--- config.mk ---
export PLATFORM = sky130hd
export DESIGN_NAME = seq_shifter_flat
export DESIGN_NICKNAME = d
export VERILOG_FILES = /design/src/rtl/seq_shifter_if.sv /design/src/rtl/seq_shifter.sv /design/src/flat_wrapper.sv
export SDC_FILE = /design/constraint.sdc
export NUM_CORES = 1
export LEC_CHECK = 0
export CAP_MARGIN = 30
export CORE_UTILIZATION = 50
export DETAILED_ROUTE_END_ITERATION = 10
export PLACE_DENSITY_LB_ADDON = 0.3
export SYNTH_ARGS = -nofsm -noshare
export SYNTH_HDL_FRONTEND = slang
export SYNTH_SLANG_ARGS = --single-unit
--- constraint.sdc ---
create_clock -name clk -period 3 [get_ports clk]
set_input_delay 0.3 -clock clk [delete_from_list [all_inputs] [get_ports clk]]
set_output_delay 0.3 -clock clk [all_outputs]
set_load 0.01 [all_outputs]
--- src/rtl/seq_shifter_if.sv ---
// Shift-unit request/response bundle: start/op/data_in/shamt in, busy/done/result out.
// Latency: none, wires only.
// Backpressure: requester must watch busy; start is ignored while busy=1.
//
// Ports (signals):
//   start    request strobe, sampled by the shifter only when idle
//   op       2-bit shift kind (00 SLL, 01 SRL, 10 SRA, 11 ROR or SLL)
//   data_in  operand, captured with start
//   shamt    shift amount 0..WIDTH-1, captured with start
//   busy     shift in progress
//   done     one-cycle completion pulse
//   result   last completed result, held between completions
interface seq_shifter_if #(
    parameter int WIDTH   = 32,
    parameter int SHAMT_W = $clog2(WIDTH)
);
    logic               start;
    logic [1:0]         op;
    logic [WIDTH-1:0]   data_in;
    logic [SHAMT_W-1:0] shamt;
    logic               busy;
    logic               done;
    logic [WIDTH-1:0]   result;

    modport master (
        output start, op, data_in, shamt,
        input  busy, done, result
    );

    modport slave (
        input  start, op, data_in, shamt,
        output busy, done, result
    );
endinterface

--- src/rtl/seq_shifter.sv ---
// Multi-cycle SLL/SRL/SRA shifter moving up to STEP bit positions per clock.
// Latency: done pulses after edge E_L, L = max(1, ceil(shamt/STEP)) past the accept edge E0.
// Backpressure: start ignored while busy; a start in the done cycle is accepted.
//
// Ports: clk (rising edge), reset (synchronous, active high), bus (seq_shifter_if.slave:
//   start/op/data_in/shamt request, busy/done/result response).
// Optional feature macro: SEQ_SHIFTER_ROTATE_EN -- when defined op=11 rotates right,
//   otherwise op=11 behaves as SLL and no rotate path exists.
module seq_shifter #(
    parameter int WIDTH   = 32,
    parameter int STEP    = 1,
    parameter int SHAMT_W = $clog2(WIDTH)
) (
    input  logic         clk,
    input  logic         reset,
    seq_shifter_if.slave bus
);
    // One extra bit so STEP (which may equal WIDTH) compares against rem without overflow.
    localparam int CMP_W = SHAMT_W + 1;
    localparam logic [CMP_W-1:0] STEP_C = CMP_W'(STEP);

    typedef enum logic {IDLE, SHIFT} state_t;

    state_t             state, state_nx;
    logic [WIDTH-1:0]   acc, acc_nx;
    logic [WIDTH-1:0]   result_q, result_nx;
    logic [SHAMT_W-1:0] rem, rem_nx;
    logic [1:0]         op_q, op_nx;
    logic               sign_q, sign_nx;
    logic               busy_q, busy_nx;
    logic               done_q, done_nx;

    logic               last;
    logic [SHAMT_W-1:0] k;
    logic               right_op;
    logic [2*WIDTH-1:0] ext;
    logic [WIDTH-1:0]   shifted;

    // Final step when what remains fits in one cycle; otherwise rem > STEP, so STEP fits rem's width.
    assign last = ({1'b0, rem} <= STEP_C);
    assign k    = last ? rem : SHAMT_W'(STEP);

    // Right shifts run through a double-width word whose upper half supplies the fill:
    // zeros for SRL, the captured sign for SRA, and a copy of acc for rotate.
    always_comb begin
        ext      = {{WIDTH{1'b0}}, acc};
        right_op = 1'b0;
        case (op_q)
            2'b01: right_op = 1'b1;
            2'b10: begin
                right_op = 1'b1;
                ext      = {{WIDTH{sign_q}}, acc};
            end
`ifdef SEQ_SHIFTER_ROTATE_EN
            2'b11: begin
                right_op = 1'b1;
                ext      = {acc, acc};
            end
`endif
            default: right_op = 1'b0;
        endcase
        shifted = acc << k;
        if (right_op) begin
            shifted = WIDTH'(ext >> k);
        end
    end

    always_comb begin
        state_nx  = state;
        acc_nx    = acc;
        rem_nx    = rem;
        op_nx     = op_q;
        sign_nx   = sign_q;
        busy_nx   = busy_q;
        done_nx   = 1'b0;
        result_nx = result_q;
        case (state)
            IDLE: begin
                if (bus.start) begin
                    acc_nx   = bus.data_in;
                    rem_nx   = bus.shamt;
                    op_nx    = bus.op;
                    sign_nx  = bus.data_in[WIDTH-1];
                    busy_nx  = 1'b1;
                    state_nx = SHIFT;
                end
            end
            SHIFT: begin
                acc_nx = shifted;
                rem_nx = rem - k;
                if (last) begin
                    state_nx  = IDLE;
                    busy_nx   = 1'b0;
                    done_nx   = 1'b1;
                    result_nx = shifted;
                end
            end
            default: state_nx = IDLE;
        endcase
    end

    always_ff @(posedge clk) begin
        if (reset) begin
            state    <= IDLE;
            acc      <= '0;
            rem      <= '0;
            op_q     <= '0;
            sign_q   <= 1'b0;
            busy_q   <= 1'b0;
            done_q   <= 1'b0;
            result_q <= '0;
        end else begin
            state    <= state_nx;
            acc      <= acc_nx;
            rem      <= rem_nx;
            op_q     <= op_nx;
            sign_q   <= sign_nx;
            busy_q   <= busy_nx;
            done_q   <= done_nx;
            result_q <= result_nx;
        end
    end

    assign bus.busy   = busy_q;
    assign bus.done   = done_q;
    assign bus.result = result_q;
endmodule

--- src/flat_wrapper.sv ---
// flat-port wrapper written by rule: the top's interface ports become plain ports
module seq_shifter_flat 
#(
    parameter int WIDTH   = 32,
    parameter int STEP    = 1,
    parameter int SHAMT_W = $clog2(WIDTH)
)
  (clk, reset, bus_start, bus_op, bus_data_in, bus_shamt, bus_busy, bus_done, bus_result);
  seq_shifter_if #(.WIDTH(WIDTH), .SHAMT_W(SHAMT_W)) bus_i ();
  input  logic clk;
  input  logic reset;
  input wire logic [$bits(bus_i.start)-1:0] bus_start;
  input wire logic [$bits(bus_i.op)-1:0] bus_op;
  input wire logic [$bits(bus_i.data_in)-1:0] bus_data_in;
  input wire logic [$bits(bus_i.shamt)-1:0] bus_shamt;
  output wire logic [$bits(bus_i.busy)-1:0] bus_busy;
  output wire logic [$bits(bus_i.done)-1:0] bus_done;
  output wire logic [$bits(bus_i.result)-1:0] bus_result;
  assign bus_i.start = bus_start;
  assign bus_i.op = bus_op;
  assign bus_i.data_in = bus_data_in;
  assign bus_i.shamt = bus_shamt;
  assign bus_busy = bus_i.busy;
  assign bus_done = bus_i.done;
  assign bus_result = bus_i.result;
  seq_shifter #(.WIDTH(WIDTH), .STEP(STEP), .SHAMT_W(SHAMT_W)) u_core (.clk(clk), .reset(reset), .bus(bus_i));
endmodule
After elaboration in Yosys (flattened, before gate mapping)

Cells that the tools add are included.

Register bits after elaboration: 75
Logic and storage cells: 37
Input port bits: 42

Reduce and logical (&&, ||, !) cells: 5
Shift operators: 2
Mux-type cells: 15
Order comparisons: 1
Bitwise gates (word level): 1
Equality and inequality tests: 4
Add/subtract/negate cells: 1

Operators by type and width:

| cell                                                           | count |
|---|---|
| 2-to-1 mux 32 bit                                              | 2 |
| 2-to-1 mux 64 bit                                              | 1 |
| one-hot mux 32 bit (2 select lines)                            | 1 |
| >> shifter 64 x 5 -> 32 bit                                    | 1 |
| left shift 32 x 5 -> 32 bit                                    | 1 |
| 2-to-1 mux 5 bit                                               | 2 |
| one-hot mux 5 bit (2 select lines)                             | 1 |
| 2-to-1 mux 1 bit                                               | 6 |
| AND reduction 2 bit                                            | 3 |
| less-or-equal comparator 5 x 1 -> 1 bit, second input constant | 1 |
| subtractor 5 bit                                               | 1 |
| inequality test 2 bit, second input constant                   | 2 |
| one-hot mux 1 bit (2 select lines)                             | 2 |
| OR reduction 2 bit                                             | 2 |
| == test 2 x 1 -> 1 bit, second input constant                  | 1 |
| == test 2 bit, second input constant                           | 1 |
| NOT 1 bit                                                      | 1 |

Longest topological paths before layout

Gate-level depths: netlist of the first run.

Word-level depth: 5
Depth in mapped cells: 8

Least setup slack after synthesis of the first run

No wires, ideal clock.

Path type: reg2reg
From: register u_core.rem[3]
To: register u_core.rem[4]
Buffers on the path: 2
Required time: 2,926 ps
Data arrival time: 2,149 ps
Period minus slack after synthesis: 2,223 ps
Path slack: 777 ps
Cell stages (with the launch flop): 9
Path through: dfxtp_1 or4_4 buf_6 clkbuf_1 nand2_1 ha_1 or3b_2 or4_1 a31oi_1

Longest elaborated chain between the ends: 4

RTL lines:

| element                                 | RTL line           | source |
|---|---|---|
| from (decl)                             | seq_shifter.sv:27  | `logic [SHAMT_W-1:0] rem, rem_nx;` |
| from (signal assigned)                  | seq_shifter.sv:115 | `rem <= rem_nx;` |
| less-or-equal comparator 5 x 1 -> 1 bit | seq_shifter.sv:40  | `assign last = ({1'b0, rem} <= STEP_C);` |
| 2-to-1 mux 5 bit                        | seq_shifter.sv:41  | `assign k = last ? rem : SHAMT_W'(STEP);` |
| subtractor 5 bit (*)                    | seq_shifter.sv:90  | `rem_nx = rem - k;` |
| one-hot mux 5 bit (2 select lines) (*)  | seq_shifter.sv:77  | `case (state)` |

Mark *: on every way between the ends. The rest lies on a longest branch, timed or not.
A chain may end at the register's enable or synchronous reset.

Final worst setup path of the first run

Same ends and word-level chain as after synthesis.

==> flow_metrics.py, run 1 <==
metrics = {
    "cells_and_area": {
        "diodes": 0,
        "drive_gt1_share_pct": 12.8,
        "fin_util_pct": 63.1,
        "fin_cells": 612,
        "nNetsFinal": 546,
        "area_delta_synth_final_pct": 22.7,
    },
    "timing": {
        "rsz0062_at_grt": "false",
        "hold_violations": 0,
        "slew_headroom_pct": 35.0,
        "finalClockSkew_ps": 10.3,
        "setup_violations": 0,
        "tightest_slew_ps": 974,
        "max_freq_ghz": 0.491,
        "final_max_slew_viol_count": 0,
        "tns_ps": 0,
        "finalCriticalPeriod_ps": 2040,
        "period_share_pct": 67.9,
    },
    "power": {
        "peakVddDrop_mv": 0.220,
        "cellPowerDensity_mw_per_mm2": 531,
        "p_leak_nw": 1.80,
    },
    "worst_setup_path": {
        "path_cells": "or4_4, nand2_1, ha_1, or3b_2, or4_1, a31oi_1",
        "worstPathArrival_ps": 2320,
        "critical-path-slowest-cell": "or3b_2",
        "timing.critical_path.buf_inv": 0,
        "cpLargestDelayFamily": "simple AND/OR/NAND/NOR gates",
        "cp_max_fo": 7,
        "ff2ff_setup_slack_ps": 960,
        "critical_path_class": "flip-flop to flip-flop",
        "critPathLaunchType": "flip-flop",
        "crit_required_ps": 3290,
        "cp-end-kind": "flip-flop",
        "slowest_delay_ps": 490,
    },
    "synth": {
        "seq_area_frac_synth_pct": 35.7,
        "yosys.area_share.simple_pct": 13.9,
        "ys_types": 37,
        "synth-edff-count": 0,
        "synthTopCellsByArea": "dfxtp_1 (36%), mux2i_1 (9.0%), mux2_2 (7.8%), a311o_1 (6.4%), o2bb2ai_1 (5.6%)",
        "yosys.area.top_type": "dfxtp_1",
        "synthXorXnorAreaFrac_pct": 0,
        "avgSynthCellArea_um2": 9.02,
        "synth_seq_cells": 75,
        "muxShareOfSynthArea_pct": 16.8,
        "postSynth.asyncResetShare_pct": 0,
        "synth_compound_area_share_pct": 26.5,
        "syn-cell-area_mm2": 0.00420,
        "yosys.area.top_type_share_pct": 35.7,
        "syn-instance-count": 466,
        "yosys.area_share.adder_pct": 0.595,
        "synth_top_family_by_area": "compound AO/OA/AOI/OAI gates",
        "syn_nets": 510,
        "yosys_warnings": 0,
        "synth_ff_type": "dfxtp_1",
    },
    "clock_network": {
        "clkSlewWorstSetupHoldPaths_ps": 80,
        "cts_tree": "yes",
        "cts_sinks": 75,
        "clockBufferDepth": 2,
        "cts_buffers": 9,
        "worst_skew_pair.late_latency_ps": 360,
        "h-tree-depth": 3,
        "post_cts_resized": 0,
        "root_buffer": "clkbuf_8",
        "cts_hold_buf": 0,
        "cts_setup_buffers": 0,
    },
    "grt": {
        "grt_pass1_wl_mm": 17.7,
        "first_global_vias": 3567,
        "antenna_found_initial": 0,
        "grt-ovfl-total": 0,
        "grt_start_max_net_pins": 70,
        "grtUsageTotal_pct": 25.3,
    },
    "placed_design": {
        "hpwl_mm": 6.33,
        "io_buffers": 75,
        "gp_congestion": 0.785,
        "dp.cells": 596,
    },
    "floorplan": {
        "dieHeight_um": 93.7,
        "row_count": 33,
        "core_area_mm2": 0.00818,
        "die_area_mm2": 0.00878,
        "ios": 76,
        "initial_core_util_pct": 51.4,
        "dieWidth_um": 93.7,
    },
    "route": {
        "drc": 0,
        "viasPerCell": 6.37,
        "firstDrtPassIters": 4,
        "dr_total_vias": 3898,
        "drt_iter0_markers": 344,
        "ant_nets": 0,
        "drt-total-wl_mm": 10.5,
        "avgRoutedWirePerCell_um": 17.2,
    },
    "job": {
        "cap_violations": 0,
    },
    "outcome": {
        "status": "completed",
    },
    "hold_path": {
        "hold_class": "flip-flop to flip-flop",
    },
}
==> logic make-up after synthesis <==
kind of cell | Yosys count
simple gates | 111
mux | 67
compound gates | 144
fa+ha+maj | 2
buf+inv | 67
flops | 75
==> synthesized netlist by cell type, types with 4 or more instances <==
library cell and n:
nor4_1 28, mux2i_1 38, o21ai_0 4, a311o_1 27, o311a_1 4, mux2_2 29, nor3_1 28, o2bb2ai_1 27
dfxtp_1 75, nor2b_1 6, nand2_1 34, clkbuf_1 49, a32o_1 4, inv_1 6, buf_1 7, o211ai_1 31
a211oi_1 4, or3_1 4, a21oi_1 34
==> metal layers <==
metal / share of wire (%) / vias up / global-route usage [%]
li1: - / 1887 / -
met1: 48 / 1864 / 36.0
met2: 45 / 126 / 38.1
met3: 5.4 / 21 / 2.91
met4: 2.1 / 0 / 11.5
met5: 0 / - / 0
==> power by group <==
group          internal (mW)  total [mW]  switching, mW
Combinational          0.337       0.801          0.464
Sequential              1.07        1.16         0.0876
Clock                  0.403       0.777          0.374
==> worst paths after layout <==
kind | start | endpoint | cells after the start
setup reg to reg | u_core.rem[3]$_SDFFE_PP0P_ | u_core.rem[4]$_SDFFE_PP0P_ | 6
hold / removal | u_core.bus.result[6]$_SDFFE_PP0P_ | u_core.bus.result[6]$_SDFFE_PP0P_ | 1
setup / recovery | u_core.rem[3]$_SDFFE_PP0P_ | u_core.rem[4]$_SDFFE_PP0P_ | 6
hold reg to reg | u_core.bus.result[6]$_SDFFE_PP0P_ | u_core.bus.result[6]$_SDFFE_PP0P_ | 1
==> flip-flops by register name, summed over array words and instances, names as in the netlist <==
name and count:
u_core.acc 32, u_core.bus.result 32, u_core.rem 5, u_core.op_q 2
u_core.bus.busy 1, u_core.bus.done 1, u_core.sign_q 1, u_core.state 1
==> final cells by class <==
type / instances / area [um2]
clock buffer: 11 / 141
clock inverter: 5 / 52.6
fill: 692 / 3020
inverter: 6 / 22.5
multi-input combinational: 324 / 2460
sequential: 75 / 1500
tap: 105 / 131
timing repair buffer: 86 / 848
==> per-stage QoR <==
stage                     instance area, um2  hold slack, ps  worst slack (ps)  total power, mW
after global routing                    5160             481               858             2.88
after detailed placement                4960             448              1000             1.97
after global placement                  4960             450              1090             1.95
final                                   5160             467               963             2.74
after CTS                               5160             471               990             2.74
after floorplan                         4200             447               777             1.73
==> cell usage in the layout (no fill, tap or decap), drive strengths merged <==
master	n
nand3	2
nand2	34
or3	4
o2bb2ai	27
clkinvlp	1
o211a	2
nor4	28
a32o	4
or3b	1
buf	13
a21oi	34
o311a	4
a31oi	1
a211oi	4
nor3	29
o21ai	4
ha	2
clkbuf	11
clkinv	3
or4	2
nor2b	6
nand3b	1
nor2	3
inv	6
o21a	2
o311ai	1
nand2b	1
clkdlybuf4s50	73
mux2i	38
bufinv	1
o2111ai	1
dfxtp	75
mux2	29
a22o	1
a311oi	1
a311o	27
o211ai	31
(Power assumes the default switching activity.)
==> run 2: changes to the inputs <==
Settings changed: CORE_UTILIZATION 50 to 48.
Clock period 3 ns to 1.65 ns, I/O delays scaled along.
==> run 2 against run 1 <==
  * The run now ends with setup timing left
  * Die area up 4.1%
  * First-iteration DRC count down 17%
  * Global-route usage up 2.1 points
  * Fmax up 13%
  * Clock power up 110%
  * Cell count up 7.7%
==> flow_metrics.py, run 2 (same netlist as run 1, synthesis figures left out) <==
metrics = {
    "outcome": {
        "status": "finished, violations left",
        "violations": "setup timing",
    },
    "power": {
        "cellPowerDensity_mw_per_mm2": 992,
        "p_clk_share_pct": 26.7,
        "share_comb_of_total_power_pct": 38.2,
        "seq_power_share_pct": 35.2,
        "p_sw_share_pct": 33.8,
        "cell_internal_pwr_mw": 3.98,
        "p_leak_nw": 2.27,
        "p_sw_mw": 2.03,
        "design_power_total_mw": 6.01,
        "peakVddDrop_mv": 0.550,
    },
    "timing": {
        "tightest_slew_ps": 499,
        "worst_slack_ps": -157,
        "finalCriticalPeriod_ps": 1810,
        "tns_ps": -1650,
        "finalClockSkew_ps": 9.14,
        "hold_violations": 0,
        "rsz0062_at_grt": "true",
        "slew_headroom_pct": 66.7,
        "max_freq_ghz": 0.553,
        "final_max_slew_viol_count": 0,
        "setup_violations": 35,
        "period_share_pct": 109,
    },
    "floorplan": {
        "dieWidth_um": 95.6,
        "row_count": 33,
        "die_area_mm2": 0.00914,
        "dieHeight_um": 95.6,
        "ios": 76,
        "core_area_mm2": 0.00834,
        "initial_core_util_pct": 50.4,
    },
    "clock_network": {
        "clockBufferDepth": 2,
        "root_buffer": "clkbuf_8",
        "h-tree-depth": 3,
        "cts_buffers": 9,
        "cts_tree": "yes",
        "cts_sinks": 75,
        "worst_skew_pair.late_latency_ps": 370,
        "clkSlewWorstSetupHoldPaths_ps": 80,
    },
    "worst_setup_path": {
        "worstPathArrival_ps": 2070,
        "rr_startpoint": "u_core.rem[3]$_SDFFE_PP0P_",
        "cp-end-kind": "flip-flop",
        "rr_endpoint": "u_core.rem[4]$_SDFFE_PP0P_",
        "critical_path_class": "flip-flop to flip-flop",
        "r2r_cells": 6,
        "critPathLaunchType": "flip-flop",
        "crit_required_ps": 1920,
        "cp_max_fo": 3,
        "ff2ff_setup_slack_ps": -160,
    },
    "cells_and_area": {
        "drive_gt1_share_pct": 25.1,
        "layout_commonest_cell": "clkdlybuf4s50_1",
        "diodes": 0,
        "final_area_mm2": 0.00605,
        "nNetsFinal": 594,
        "regArea_mm2": 0.00151,
        "multi_input_area_mm2": 0.00270,
        "area_delta_synth_final_pct": 44.0,
        "fillers": 593,
        "final_cell_mix": "clkdlybuf4s50_1 (73), dfxtp_1 (67), mux2i_1 (38)",
    },
    "grt": {
        "grtUsageTotal_pct": 27.4,
        "grt_pass1_wl_mm": 19.8,
        "grt-ovfl-total": 0,
        "first_global_vias": 3980,
        "grt_start_max_net_pins": 42,
        "antenna_found_initial": 0,
    },
    "placed_design": {
        "hpwl_mm": 7.54,
        "gp_congestion": 0.822,
        "io_buffers": 75,
        "placed_area_mm2": 0.00535,
    },
    "route": {
        "drt_iter0_markers": 285,
        "viasPerCell": 6.68,
        "firstDrtPassIters": 4,
        "dr_total_vias": 4404,
        "drt-total-wl_mm": 13.8,
        "ant_nets": 0,
        "drc": 0,
        "avgRoutedWirePerCell_um": 20.9,
    },
    "hold_path": {
        "whs_path_depth": 3,
        "worstHoldEndpoint": "u_core.acc[8]$_SDFFE_PP0P_",
        "hold_class": "primary input to flip-flop",
        "min_from": "reset",
    },
    "job": {
        "cap_violations": 0,
    },
}
==> run 2: timing repair <==
item,in CTS,in global routing
hold buffers,0,0
gates cloned,0,8
setup endpoints to repair,57,50
gates resized for setup,10,37
setup buffers,1,12
pin swaps,1,30
==> run 2: metal layers <==
layer	GRT usage (%)	vias to the layer above	wire, um
li1	-	1982	-
met1	37.8	2125	5850
met2	42.6	265	6540
met3	5.74	32	1110
met4	8.71	0	265
met5	0	-	0
==> run 2: final cells by class <==
cell class | count | area share (%)
Multi-Input combinational cell | 324 | 44.7
Sequential cell | 75 | 25.0
Timing Repair Buffer | 134 | 24.3
Clock buffer | 10 | 2.27
Tap cell | 105 | 2.17
Clock inverter | 5 | 1.28
Inverter | 6 | 0.372
==> run 2: through the flow <==
stage	worst slack (ps)	util, %	hold WS, ps	std cells
2_1_floorplan	-227	-	312	466
3_5_place_dp	-161	64.1	448	623
3_3_place_gp	-114	64.1	448	623
5_1_grt	-214	72.6	369	659
6_report	-157	72.6	350	659
4_1_cts	-60.8	67.3	341	639
==> run 2: worst max-delay path: stages, from the launching register on <==
cell,delay (ps)
dfxtp_2,350
or4_4,150
nand2_4,60
ha_4,150
or3b_4,380
or4_1,420
a31oi_1,200
==> run 2: power by group through the flow <==
stage / Sequential [mW] / Clock, mW / Combinational (mW)
global placement: 2.13 / 0 / 1.73
global route: 2.13 / 1.67 / 2.41
detailed placement: 2.14 / 0 / 1.76
floorplan: 2.11 / 0 / 1.18
CTS: 2.10 / 1.59 / 1.81
finish: 2.11 / 1.60 / 2.29
==> run 2: worst max path at each step <==
| stage | slack (ps) | to | startpoint |
|---|---|---|---|
| 6_report | -160 | u_core.rem[4]$_SDFFE_PP0P_ | u_core.rem[3]$_SDFFE_PP0P_ |
| 5_1_grt | -210 | u_core.rem[4]$_SDFFE_PP0P_ | u_core.rem[3]$_SDFFE_PP0P_ |
| 4_1_cts | -60 | u_core.bus.result[28]$_SDFFE_PP0P_ | u_core.rem[1]$_SDFFE_PP0P_ |
| 3_5_place_dp | -160 | u_core.acc[10]$_SDFFE_PP0P_ | u_core.op_q[0]$_SDFFE_PP0P_ |
| 3_3_place_gp | -110 | u_core.acc[13]$_SDFFE_PP0P_ | u_core.op_q[0]$_SDFFE_PP0P_ |
| 2_1_floorplan | -230 | u_core.rem[4]$_SDFFE_PP0P_ | u_core.rem[1]$_SDFFE_PP0P_ |
